**config.mk**
```make
export PLATFORM = sky130hd
export DESIGN_NAME = uart_rx_fifo_flat
export DESIGN_NICKNAME = d
export VERILOG_FILES = /design/src/rtl/uart_rx_fifo_if.sv /design/src/rtl/uart_rx_fifo.sv /design/src/flat_wrapper.sv
export SDC_FILE = /design/constraint.sdc
export NUM_CORES = 1
export LEC_CHECK = 0
export CORE_UTILIZATION = 24
export CTS_CLUSTER_DIAMETER = 100
export CTS_CLUSTER_SIZE = 20
export DETAILED_ROUTE_END_ITERATION = 6
export DONT_BUFFER_PORTS = 1
export GPL_TIMING_DRIVEN = 0
export PLACE_DENSITY = 0.37
export SKIP_LAST_GASP = 1
export SYNTH_ARGS = -nofsm -noshare
export SYNTH_HDL_FRONTEND = slang
export SYNTH_SLANG_ARGS = --single-unit
```
**constraint.sdc**
```tcl
create_clock -name clk -period 3.84 [get_ports clk]
set_clock_uncertainty 0.15 [all_clocks]
set_input_delay 0.576 -clock clk [delete_from_list [all_inputs] [get_ports clk]]
set_output_delay 0.576 -clock clk [all_outputs]
set_load 0.05 [all_outputs]
```
**src/rtl/uart_rx_fifo_if.sv**
```systemverilog
// Byte-source handshake between the UART receiver and its consumer.
// The master modport is the receiver side.
interface uart_rx_fifo_if;
  logic       RX;
  logic       clr_rdy;
  logic       rdy;
  logic [7:0] rx_data;
  logic       framing_err;
  logic       overrun;

  modport master (
    input  RX,
    input  clr_rdy,
    output rdy,
    output rx_data,
    output framing_err,
    output overrun
  );

  modport slave (
    output RX,
    output clr_rdy,
    input  rdy,
    input  rx_data,
    input  framing_err,
    input  overrun
  );
endinterface

```
**src/rtl/uart_rx_fifo.sv**
```systemverilog
// 8N1 serial receiver feeding a small FIFO.
// The FIFO presents a rdy / rx_data / clr_rdy pop handshake.
module uart_rx_fifo #(
  parameter int BAUD_DIV = 2604,
  parameter int DEPTH    = 4
) (
  input  logic           clk,
  input  logic           rst_n,
  uart_rx_fifo_if.master bus
);
  localparam int CW = $clog2(BAUD_DIV);
  localparam int AW = $clog2(DEPTH);
  localparam int NW = AW + 1;

  localparam logic [CW-1:0] BAUD_FULL = CW'(BAUD_DIV - 1);
  localparam logic [CW-1:0] BAUD_HALF = CW'(BAUD_DIV / 2 - 1);
  localparam logic [NW-1:0] CNT_FULL  = NW'(DEPTH);

  localparam logic [1:0] S_IDLE  = 2'd0;
  localparam logic [1:0] S_START = 2'd1;
  localparam logic [1:0] S_DATA  = 2'd2;
  localparam logic [1:0] S_STOP  = 2'd3;

  logic          r_rx_meta, r_rx_sync, r_rx_prev, r_armed;
  logic [1:0]    r_settle;
  logic [1:0]    r_state;
  logic [CW-1:0] r_baud_cnt;
  logic [3:0]    r_bit_cnt;
  logic [7:0]    r_shift;
  logic [7:0]    r_mem [DEPTH];
  logic [AW-1:0] r_rd_ptr, r_wr_ptr;
  logic [NW-1:0] r_count;
  logic          r_framing_err, r_overrun;

  logic w_fall, w_tick, w_stop_eval, w_push, w_full, w_empty, w_pop, w_wr;

  // Edge detection only arms after the line has been seen idle following reset,
  // so a reset released mid-frame cannot start a false frame on a low line.
  always_ff @(posedge clk or negedge rst_n) begin
    if (!rst_n) begin
      r_rx_meta <= 1'b1;
      r_rx_sync <= 1'b1;
      r_rx_prev <= 1'b1;
      r_settle  <= 2'd0;
      r_armed   <= 1'b0;
    end else begin
      r_rx_meta <= bus.RX;
      r_rx_sync <= r_rx_meta;
      r_rx_prev <= r_rx_sync;
      if (r_settle != 2'd3)
        r_settle <= r_settle + 2'd1;
      else if (r_rx_sync)
        r_armed <= 1'b1;
    end
  end

  assign w_fall      = r_armed & r_rx_prev & ~r_rx_sync;
  assign w_tick      = (r_baud_cnt == '0);
  assign w_stop_eval = (r_state == S_STOP) & w_tick;
  assign w_push      = w_stop_eval & r_rx_sync;

  always_ff @(posedge clk or negedge rst_n) begin
    if (!rst_n) begin
      r_state    <= S_IDLE;
      r_baud_cnt <= '0;
      r_bit_cnt  <= 4'd0;
      r_shift    <= 8'h00;
    end else begin
      case (r_state)
        S_IDLE: begin
          if (w_fall) begin
            r_baud_cnt <= BAUD_HALF;
            r_state    <= S_START;
          end
        end
        S_START: begin
          if (!w_tick) begin
            r_baud_cnt <= r_baud_cnt - 1'b1;
          end else if (!r_rx_sync) begin
            r_baud_cnt <= BAUD_FULL;
            r_bit_cnt  <= 4'd0;
            r_state    <= S_DATA;
          end else begin
            r_state <= S_IDLE;
          end
        end
        S_DATA: begin
          if (!w_tick) begin
            r_baud_cnt <= r_baud_cnt - 1'b1;
          end else begin
            r_shift    <= {r_rx_sync, r_shift[7:1]};
            r_bit_cnt  <= r_bit_cnt + 4'd1;
            r_baud_cnt <= BAUD_FULL;
            if (r_bit_cnt == 4'd7)
              r_state <= S_STOP;
          end
        end
        default: begin
          if (!w_tick)
            r_baud_cnt <= r_baud_cnt - 1'b1;
          else
            r_state <= S_IDLE;
        end
      endcase
    end
  end

  assign w_full  = (r_count == CNT_FULL);
  assign w_empty = (r_count == '0);
  assign w_pop   = bus.clr_rdy & ~w_empty;
  // A full FIFO still accepts the byte when the head leaves in the same cycle.
  assign w_wr    = w_push & (~w_full | w_pop);

  always_ff @(posedge clk or negedge rst_n) begin
    if (!rst_n) begin
      r_rd_ptr      <= '0;
      r_wr_ptr      <= '0;
      r_count       <= '0;
      r_framing_err <= 1'b0;
      r_overrun     <= 1'b0;
      for (int i = 0; i < DEPTH; i++)
        r_mem[i] <= 8'h00;
    end else begin
      r_framing_err <= w_stop_eval & ~r_rx_sync;
      r_overrun     <= w_push & ~w_wr;
      if (w_wr) begin
        r_mem[r_wr_ptr] <= r_shift;
        r_wr_ptr        <= r_wr_ptr + AW'(1);
      end
      if (w_pop)
        r_rd_ptr <= r_rd_ptr + AW'(1);
      case ({w_wr, w_pop})
        2'b10:   r_count <= r_count + NW'(1);
        2'b01:   r_count <= r_count - NW'(1);
        default: r_count <= r_count;
      endcase
    end
  end

  assign bus.rdy         = ~w_empty;
  assign bus.rx_data     = r_mem[r_rd_ptr];
  assign bus.framing_err = r_framing_err;
  assign bus.overrun     = r_overrun;

endmodule
```
**src/flat_wrapper.sv**
```systemverilog
// flat-port wrapper written by rule: the top's interface ports become plain ports
module uart_rx_fifo_flat 
#(
  parameter int BAUD_DIV = 2604,
  parameter int DEPTH    = 4
)
  (clk, rst_n, bus_RX, bus_clr_rdy, bus_rdy, bus_rx_data, bus_framing_err, bus_overrun);
  uart_rx_fifo_if bus_i ();
  input  logic clk;
  input  logic rst_n;
  input wire logic [$bits(bus_i.RX)-1:0] bus_RX;
  input wire logic [$bits(bus_i.clr_rdy)-1:0] bus_clr_rdy;
  output wire logic [$bits(bus_i.rdy)-1:0] bus_rdy;
  output wire logic [$bits(bus_i.rx_data)-1:0] bus_rx_data;
  output wire logic [$bits(bus_i.framing_err)-1:0] bus_framing_err;
  output wire logic [$bits(bus_i.overrun)-1:0] bus_overrun;
  assign bus_i.RX = bus_RX;
  assign bus_i.clr_rdy = bus_clr_rdy;
  assign bus_rdy = bus_i.rdy;
  assign bus_rx_data = bus_i.rx_data;
  assign bus_framing_err = bus_i.framing_err;
  assign bus_overrun = bus_i.overrun;
  uart_rx_fifo #(.BAUD_DIV(BAUD_DIV), .DEPTH(DEPTH)) u_core (.clk(clk), .rst_n(rst_n), .bus(bus_i));
endmodule
```
==> results.json <==
{
  "powerDensity_mw_per_mm2": 548,
  "syn_nets": 328,
  "syn_avg_cell_area_sq_um": 12.5,
  "grt.busiest_layer": "met2",
  "cp_slowest_stage_delay_ps": 450,
  "crit_arrival_ps": 3410,
  "synth_compound_area_frac": 0.119,
  "cts_tree": "yes",
  "yosys.area_share.simple": 0.116,
  "finalSetupViolCount": 0,
  "ant_nets": 0,
  "cp_cell_sequence": "inv_1, ha_1, or4b_1, buf_2, nor3_2, nand4_1, ha_1, inv_1, fa_1, xor2_1, nor2_1, xor2_1",
  "synth_cells": 310,
  "synth-xor-area-share": 0.0158,
  "r2r-end": "u_core.r_count[2]$_DFFE_PN0P_",
  "clk_latency_ps": 340,
  "dieArea_sq_mm": 0.0167,
  "via_count": 2504,
  "core_sq_mm": 0.0158,
  "fin_cells": 544,
  "area_delta_synth_final_pct": 15.4,
  "startpoint_type": "flop",
  "rsz0062_at_grt": "no",
  "synthDistinctLibCells": 56,
  "place_congestion": 0.784,
  "period_share": 0.868,
  "r2r-start": "u_core.r_baud_cnt[0]$_DFFE_PN0P_",
  "rows": 46,
  "cts_sinks": 73,
  "cp.required_ps": 3920,
  "ir_drop_mv": 0.234,
  "timing_max_transition_violations_final": 0,
  "port-buffer-count": 0,
  "muxShareOfSynthArea": 0.197,
  "synth_top_family_by_area": "multiplexers",
  "yosysSeqAreaShare": 0.471,
  "groute.layer.met3.usage": 0.0310,
  "clk_pin_slew_ps": 60,
  "tightest_slew_ps": 1250,
  "hold_viol_final": 0,
  "holdCritPathClass": "input port to flop",
  "rrSetupSlack_ps": 510,
  "worst_setup_path_end_kind": "flop",
  "ys.flop_type": "dfrtp_1",
  "rr_worst_depth": 12,
  "hold_path_depth": 0,
  "io-pin-count": 15,
  "numCtsBuffers": 9,
  "status": "finished clean",
  "combPwrFrac": 0.282,
  "drt-vias-per-instance": 4.60,
  "clock.fmax_mhz": 300,
  "intPower_mw": 1.59,
  "p_sw_frac": 0.351,
  "drv_cap": 0,
  "cts_root_buffer": "clkbuf_16",
  "final_common_cell": "dfrtp_1",
  "switchingPower_mw": 0.863,
  "nets": 341,
  "grt.total_usage": 0.113,
  "cpMaxStageDelayCell": "or4b_1",
  "drt_first_pass_iters": 4,
  "overflow": 0,
  "worstPathMaxFanout": 9,
  "min_from": "bus_RX",
  "finalWirelength_microns": 8670,
  "drive_gt1_frac": 0.280,
  "slew_headroom": 0.162,
  "cts_setup_buffers": 0,
  "synth_seq_cells": 73,
  "hold_ws_ps": 79.3,
  "synth_fa_ha_area_frac": 0.0470,
  "clkPwrFrac": 0.318,
  "antenna_found_initial": 0,
  "holdPathEnd": "u_core.r_rx_meta$_DFF_PN1_",
  "clock_path_buffers": 2,
  "met2_usage": 0.187,
  "layout_common_cells": "70 x dfrtp_1, 24 x mux2_4, 19 x mux2_2, 17 x o21ai_0, 16 x nand2_1",
  "period_minus_slack_ps": 3330,
  "power.total_mw": 2.46,
  "fp.dieH_microns": 129,
  "grt_pass1_wl_microns": 14100,
  "grt_use_met1": 0.139,
  "finalSetupTns_ps": 0,
  "drt-wirelength-per-cell_microns": 15.9,
  "seqPwrFrac": 0.400,
  "synth_area_sq_mm": 0.00388,
  "fp.dieW_microns": 129,
  "synth_edf_count": 0,
  "start_util": 0.245,
  "post-route-drc-count": 0,
  "postSynth.asyncResetShare": 1.00,
  "grt_pass1_vias": 2601,
  "leakage_nw": 1.96,
  "place_inst": 526,
  "dp_hpwl_microns": 5470,
  "grt_max_degree": 74,
  "path_class": "flop to flop",
  "yosysWarnings": 0,
  "htreeDepth": 3,
  "antenna_cells": 0,
  "dr.first_iter.drc_count": 142
}
==> critical path: cells and delay by family, from the launching register on <==
family,cells,cell delay [ps]
and+or+nand+nor,4,1250
DFF,1,400
buffers and inverters,3,360
xor gates and xnor gates,2,290
adders and majority gates,3,760
==> state kept, by name, summed over array words and instances (netlist names) <==
| name | flops |
|---|---|
| u_core.r_rx_sync | 1 |
| u_core.r_wr_ptr | 2 |
| u_core.r_mem | 32 |
| u_core.r_rx_prev | 1 |
| u_core.r_settle | 2 |
| u_core.r_state | 2 |
| u_core.r_rd_ptr | 2 |
| u_core.bus.overrun | 1 |
| u_core.r_shift | 8 |
| u_core.r_bit_cnt | 4 |
| u_core.r_baud_cnt | 12 |
| u_core.r_count | 3 |
| u_core.bus.framing_err | 1 |
| u_core.r_armed | 1 |
| u_core.r_rx_meta | 1 |
==> cells in the mapped netlist (2+ instances only) <==
library cell	count	share of area
nand2_1	16	0.015
a211o_1	3	0.0068
mux2_2	19	0.055
o22a_1	2	0.0045
ha_1	13	0.042
o31ai_1	4	0.0077
nand3b_1	3	0.0058
or2_2	3	0.0048
or4_4	2	0.0058
a21o_1	3	0.0058
xor2_1	3	0.0068
nor2_1	11	0.011
a31oi_1	9	0.014
o41ai_1	4	0.0090
nor2b_1	2	0.0032
nand4_1	3	0.0048
nand3_1	6	0.0077
clkbuf_1	6	0.0058
o21ai_0	17	0.022
buf_6	3	0.0087
or3_1	5	0.0081
dfrtp_1	70	0.45
mux2_4	24	0.093
a2bb2oi_1	3	0.0068
a211oi_1	2	0.0039
buf_2	4	0.0052
a21oi_1	5	0.0064
nor3_1	6	0.0077
mux4_2	8	0.046
a41oi_1	2	0.0045
nor4_1	3	0.0048
dfstp_2	3	0.020
xnor2_1	4	0.0090
inv_1	14	0.014
nor2_8	4	0.021
==> cells by family (layout without fill, tap and decap cells) <==
logic type               Yosys count  count (layout)
adder cells (fa/ha/maj)           14              14
XOR/XNOR                           7               7
flip-flops                        73              73
AO/OA/AOI/OAI                     64              64
buffers and inverters             28              46
multiplexers                      52              52
AND/OR/NAND/NOR                   72              72
==> how the worst max path moves through the flow <==
stage,slack [ps],endpoint,start
after detailed placement,230,u_core.r_count[1]$_DFFE_PN0P_,u_core.r_baud_cnt[0]$_DFFE_PN0P_
after global routing,270,u_core.r_count[1]$_DFFE_PN0P_,u_core.r_baud_cnt[0]$_DFFE_PN0P_
final,510,u_core.r_count[2]$_DFFE_PN0P_,u_core.r_baud_cnt[0]$_DFFE_PN0P_
after CTS,220,u_core.r_count[2]$_DFFE_PN0P_,u_core.r_baud_cnt[0]$_DFFE_PN0P_
after floorplan,820,u_core.r_count[1]$_DFFE_PN0P_,u_core.r_baud_cnt[0]$_DFFE_PN0P_
after global placement,210,u_core.r_count[2]$_DFFE_PN0P_,u_core.r_baud_cnt[0]$_DFFE_PN0P_
==> power by group through the flow <==
stage          combinational (mW)  sequential [mW]  clock, mW
2_1_floorplan               0.538            0.963          0
3_3_place_gp                0.668            0.989          0
3_5_place_dp                0.677            0.992          0
4_1_cts                     0.697            0.980      0.816
5_1_grt                     0.778             1.00      0.840
6_report                    0.693            0.983      0.781
==> timing repair <==
item	in CTS	in global routing
hold buffers	2	0
hold endpoints to repair	73	0
setup endpoints to repair	0	2
resized for setup	0	1
==> metal layers <==
layer  vias up  wire length [microns]
met5         -                      0
met4         0                    116
met3         9                    311
met2        42                   4180
met1      1270                   4060
li1       1183                      -
==> area by class of cell <==
cell class                 count  area (sq um)
buffer                        14          80.1
clock buffer                  10           229
clock inverter                 6          42.5
fill                        1642         11300
inverter                      14          52.6
multi-input combinational    209          1940
sequential                    73          1830
tap                          216           270
timing repair buffer           2          37.5
==> per-stage QoR <==
stage | cell area, sq um | setup WS (ps) | utilization
global route | 4480 | 268 | 0.283
detailed placement | 4160 | 231 | 0.263
floorplan | 3880 | 818 | -
CTS | 4470 | 222 | 0.282
global placement | 4150 | 210 | 0.262
finish | 4480 | 505 | 0.283
No activity file was read; power rests on OpenSTA's default activity.
